`config.mk`:
```
export PLATFORM = sky130hd
export DESIGN_NAME = lstm_gate_mac
export DESIGN_NICKNAME = d
export VERILOG_FILES = /design/src/rtl/lstm_pkg.sv /design/src/rtl/lstm_sat_shift.sv /design/src/rtl/lstm_gate_mac.sv
export SDC_FILE = /design/constraint.sdc
export NUM_CORES = 2
export LEC_CHECK = 0
export ABC_AREA = 1
export BUFFER_PORTS_ARGS = -buffer_cell sky130_fd_sc_hd__buf_2
export CAP_MARGIN = 40
export CORE_UTILIZATION = 40
export DETAILED_ROUTE_END_ITERATION = 12
export GPL_ROUTABILITY_DRIVEN = 0
export GPL_TIMING_DRIVEN = 0
export PLACE_DENSITY = 0.58
export SLEW_MARGIN = 40
export SYNTH_ARGS = -nofsm -noshare
export SYNTH_HDL_FRONTEND = slang
export SYNTH_SLANG_ARGS = --single-unit
```
`constraint.sdc`:
```
create_clock -name clk -period 13 [get_ports clk]
set_clock_uncertainty 0.05 [all_clocks]
set_input_delay 2.6 -clock clk [delete_from_list [all_inputs] [get_ports clk]]
set_output_delay 2.6 -clock clk [all_outputs]
set_load 0.05 [all_outputs]
```
`src/rtl/lstm_pkg.sv`:
```
// Shared definitions for the LSTM datapath stages: Q4.20 format defaults,
// saturation constants and the gate MAC state encoding.
package lstm_pkg;

    localparam int unsigned LSTM_WIDTH = 24;
    localparam int unsigned LSTM_FRAC  = 20;

    localparam logic [LSTM_WIDTH-1:0] Q_ONE   = 24'h100000;
    localparam logic [LSTM_WIDTH-1:0] SAT_MAX = 24'h7FFFFF;
    localparam logic [LSTM_WIDTH-1:0] SAT_MIN = 24'h800000;

    typedef enum logic {
        ACC  = 1'b0,
        DONE = 1'b1
    } state_e;

endpackage

```
`src/rtl/lstm_sat_shift.sv`:
```
// Combinational rescale of a wide signed accumulator to a WIDTH-bit word:
// arithmetic shift by FRAC, optional round half-up (LSTM_GATE_MAC_ROUND_EN), clamp.
module lstm_sat_shift #(
    parameter int unsigned IN_W  = 57,
    parameter int unsigned OUT_W = lstm_pkg::LSTM_WIDTH,
    parameter int unsigned FRAC  = lstm_pkg::LSTM_FRAC
) (
    input  logic [IN_W-1:0]  i_acc,
    output logic [OUT_W-1:0] o_sat_c
);

    localparam int unsigned EW = IN_W + 1;

    localparam logic signed [EW-1:0] MAX_V = EW'({1'b0, {(OUT_W-1){1'b1}}});
    localparam logic signed [EW-1:0] MIN_V = ~MAX_V;

    logic signed [EW-1:0] ext_c;
    logic signed [EW-1:0] shr_c;

    // One guard bit so the rounding add can never wrap.
    always_comb begin
        ext_c = {i_acc[IN_W-1], i_acc};
`ifdef LSTM_GATE_MAC_ROUND_EN
        ext_c = ext_c + (EW'(1) << (FRAC - 1));
`endif
        shr_c = ext_c >>> FRAC;
        if (shr_c > MAX_V) begin
            o_sat_c = MAX_V[OUT_W-1:0];
        end else if (shr_c < MIN_V) begin
            o_sat_c = MIN_V[OUT_W-1:0];
        end else begin
            o_sat_c = shr_c[OUT_W-1:0];
        end
    end

endmodule

```
`src/rtl/lstm_gate_mac.sv`:
```
// Streaming gate pre-activation MAC: z = b + sum(w[k]*x[k]) over N elements,
// saturated to Q4.20. Build option LSTM_GATE_MAC_ROUND_EN selects round half-up.
module lstm_gate_mac
    import lstm_pkg::*;
#(
    parameter int unsigned WIDTH = LSTM_WIDTH,
    parameter int unsigned FRAC  = LSTM_FRAC,
    parameter int unsigned N     = 8,
    parameter int unsigned CW    = $clog2(N + 1)
) (
    input  logic             clk,
    input  logic             rst,
    input  logic             i_valid,
    output logic             o_ready,
    input  logic [WIDTH-1:0] i_x,
    input  logic [WIDTH-1:0] i_w,
    input  logic [WIDTH-1:0] i_b,
    output logic             o_valid,
    input  logic             i_ready,
    output logic [WIDTH-1:0] o_acc
);

    localparam int unsigned PW = 2 * WIDTH;
    localparam int unsigned AW = PW + CW + 1;

    state_e               state_q, state_d;
    logic [CW-1:0]        count_q, count_d;
    logic signed [AW-1:0] acc_q, acc_d;
    logic                 o_valid_q, o_valid_d;
    logic                 o_ready_q, o_ready_d;
    logic [WIDTH-1:0]     o_acc_q, o_acc_d;

    logic signed [PW-1:0] prod_c;
    logic signed [AW-1:0] bias_c;
    logic                 accept_c;

    always_comb begin
        prod_c   = $signed(i_x) * $signed(i_w);
        bias_c   = AW'($signed(i_b)) <<< FRAC;
        accept_c = i_valid & o_ready_q & (state_q == ACC);
    end

    // Next-state: accumulate while in ACC, hold the result in DONE until taken.
    always_comb begin
        state_d   = state_q;
        count_d   = count_q;
        acc_d     = acc_q;
        o_valid_d = o_valid_q;
        o_ready_d = o_ready_q;
        unique case (state_q)
            ACC: begin
                if (accept_c) begin
                    if (count_q == '0) begin
                        acc_d = bias_c + AW'(prod_c);
                    end else begin
                        acc_d = acc_q + AW'(prod_c);
                    end
                    if (count_q == CW'(N - 1)) begin
                        count_d   = '0;
                        state_d   = DONE;
                        o_valid_d = 1'b1;
                        o_ready_d = 1'b0;
                    end else begin
                        count_d = count_q + CW'(1);
                    end
                end
            end
            DONE: begin
                if (i_ready) begin
                    state_d   = ACC;
                    o_valid_d = 1'b0;
                    o_ready_d = 1'b1;
                end
            end
            default: begin
                state_d = ACC;
            end
        endcase
    end

    lstm_sat_shift #(
        .IN_W  (AW),
        .OUT_W (WIDTH),
        .FRAC  (FRAC)
    ) u_sat (
        .i_acc   (acc_d),
        .o_sat_c (o_acc_d)
    );

    // o_acc registers the saturated next accumulator, so it is stable throughout DONE.
    always_ff @(posedge clk) begin
        if (rst) begin
            state_q   <= ACC;
            count_q   <= '0;
            acc_q     <= '0;
            o_valid_q <= 1'b0;
            o_ready_q <= 1'b1;
            o_acc_q   <= '0;
        end else begin
            state_q   <= state_d;
            count_q   <= count_d;
            acc_q     <= acc_d;
            o_valid_q <= o_valid_d;
            o_ready_q <= o_ready_d;
            o_acc_q   <= o_acc_d;
        end
    end

    assign o_valid = o_valid_q;
    assign o_ready = o_ready_q;
    assign o_acc   = o_acc_q;

endmodule

```
==> key figures <==
Setup path
  • Family with the most delay on the worst path: adder cells
  • Worst Setup SP: i_w[9]
  • Setup CP Type: input pin to flop
  • Worst r2r src: count_q[0]
  • Critical Path RT: 13.24 ns
  • Crit-path max cell delay: 0.69 ns
  • CP Capture Type: flop
  • Startpoint types: input pin
  • Max FO, Critical Path: 10
  • Register-to-register setup slack: 9.45 ns
  • CP bufs+invs: 8
  • Most frequent cell on the critical path: nand2_1
  • Critical path's slowest cell: clkbuf_1
  • Worst Path Arrival: 12.78 ns

CTS
  • CTS Buffer Depth: 2
  • CTS Sinks: 84
  • CTS H-tree lvls: 3
  • Clock Latency Late Sink: 0.37 ns
  • Root buffer cell: clkbuf_16
  • Post-CTS setup buffer count: 0
  • CTS tree: done
  • Clock slew at reported path FFs: 0.07 ns
  • CTS buffer count: 9

Timing
  • Worst relative slew slack: 0.390
  • Final Max Slew Viols: 0
  • Post-layout min period: 12.54 ns
  • Setup violators final: 0
  • Setup ws final: 0.464 ns
  • Hold Vio Cnt, Final: 0
  • Final Cycle Share: 0.964
  • Slew @ Worst Pin: 0.914 ns
  • Fmax: 0.0798 GHz
  • RSZ-0062 raised after global routing: false

Job
  • Max_cap viols: 0

Drt
  • Drt first pass iters: 5
  • Routed len/inst: 19.1 µm
  • Avg Vias per Cell: 4.97
  • DR iter-0 viols: 2315
  • DRT Wirelength: 104 mm
  • Routed Antenna Nets: 0
  • Total number of vias: 27100
  • Residual DRC: 0

Placed design
  • Port bufs: 101
  • Cells after DPL: 5444
  • Post-DP HPWL: 90.9 mm
  • Post-placement cell area: 0.0328 mm²
  • Pre-CTS setup slack: -0.0300 ns

Cells and area
  • Post-layout nets: 5327
  • Area grow syn2layout: 6.90%
  • Non-Filler Instances: 5458
  • Layout Cell Area excl Fill: 0.0331 mm²
  • Diode count: 0
  • Share of layout cells above drive strength 1: 0.0533

Yosys
  • Area leader, netlist: fa_1
  • Post-synth EDFFs: 0
  • Count leader, synth: nand2_1
  • Syn avg cell area: 7.18 µm²
  • Syn Std Cell Area: 0.0310 mm²
  • Synth cell types: 48
  • Post-Syn Instances: 4313
  • Synth area leaders: fa_1 39%, nand2_1 15%, inv_1 14%
  • Top cells by count, synth: 1214 x nand2_1, 1167 x inv_1, 609 x fa_1
  • Synth warnings: 0
  • Sequential element share of the synthesized area: 0.0543
  • Synth async-reset ratio: 0
  • Prevailing post-synth register cell: dfxtp_1
  • Syn Nets: 5216
  • Post-synth top area share: 0.394
  • Seq cells post-synth: 84

Floorplanning
  • Die width: 280 µm
  • Die Height: 280 µm
  • Starting Density: 0.406
  • CORE AREA: 0.0763 mm²
  • Full die area: 0.0785 mm²
  • Top Ports: 102
  • Rows: 101

Global route
  • Antenna violations before repair: 0
  • First-pass GRT wire length: 162 mm
  • Gr ovfl total: 0
  • Number of global-route vias before repair: 27000
  • Total GRT Usage: 0.275
  • Largest net degree at the start of global routing: 16

Min path
  • Min-delay src: o_valid
  • Hold crit path type: flop to flop

Status
  • Outcome: completed
-- layout by cell type, fill, tap and decap left out, types with 3 or more instances in the layout --
cell type / n
clkbuf_16: 9
a21oi_1: 185
xnor2_1: 33
nand3_1: 110
inv_2: 8
buf_1: 5
inv_6: 3
a22oi_1: 3
buf_6: 5
nor3_1: 19
nand4_1: 21
o21ai_0: 100
ha_1: 218
o21a_1: 4
nand3b_1: 3
xor2_1: 39
clkbuf_2: 13
fa_1: 609
o21ai_1: 7
dfxtp_1: 84
o211ai_1: 14
nand2_2: 22
a21boi_0: 3
clkbuf_1: 98
nor2_1: 190
nand2_1: 1214
a31oi_1: 25
a21o_1: 11
o21bai_1: 19
buf_2: 106
or2_2: 28
nor2_2: 22
inv_1: 1167
nand3_2: 6
-- kinds of logic after synthesis --
kind of cell | after synthesis | synth area share
AO/OA/AOI/OAI | 381 | 0.0684
buffers and inverters | 1303 | 0.159
adder cells (fa/ha/maj) | 827 | 0.482
AND/OR/NAND/NOR | 1646 | 0.216
XOR/XNOR | 72 | 0.0204
flip-flops | 84 | 0.0543
-- what timing repair did --
item | 4_1_cts | 5_1_grt
endpoints found under the setup margin | 0 | 23
gates resized for setup | 0 | 4
hold endpoints to repair | 0 | 0
hold buffers | 0 | 0
-- final cells by class --
| class | count | area [µm²] |
|---|---|---|
| multi-input combinational | 2926 | 24400 |
| timing repair buffer | 102 | 517 |
| sequential | 84 | 1680 |
| clock buffer | 9 | 225 |
| clock inverter | 6 | 95.1 |
| buffer | 125 | 522 |
| fill | 8149 | 43200 |
| tap | 1030 | 1290 |
| inverter | 1176 | 4410 |
-- final timing paths --
| path | endpoint | cells after the start |
|---|---|---|
| worst min register to register | o_valid | 2 |
| worst max register to register | acc_q[4] | 9 |
| worst max-delay path | o_acc[0] | 44 |
| worst min-delay path | o_valid | 2 |
-- through the flow --
step / hold WS (ns) / TNS [ns] / utilization
5_1_grt: 0.436 / 0 / 0.434
6_report: 0.419 / 0 / 0.434
4_1_cts: 0.422 / 0 / 0.434
3_3_place_gp: 0.403 / -0.118 / 0.429
2_1_floorplan: 0.400 / 0 / -
3_5_place_dp: 0.405 / -0.0466 / 0.429
-- tightest hold or removal path, stage by stage, from the launching register on --
cell     delay [ns]
dfxtp_1        0.33
nand2_1        0.05
o21ai_0        0.06
-- registers in the layout, indices dropped and copies added (netlist names) --
| register | flops |
|---|---|
| o_valid | 1 |
| o_ready | 1 |
| state_q | 1 |
| acc_q | 53 |
| o_acc | 24 |
| count_q | 4 |
-- metal layers --
| metal | global-route usage | share of wire |
|---|---|---|
| met1 | 0.383 | 0.44 |
| met4 | 0.102 | 0.044 |
| met3 | 0.0308 | 0.070 |
| met5 | 0 | 0 |
| met2 | 0.438 | 0.45 |
Power is not shown: default switching activity piles up to over one toggle a cycle in this logic, so the estimate is an artifact.
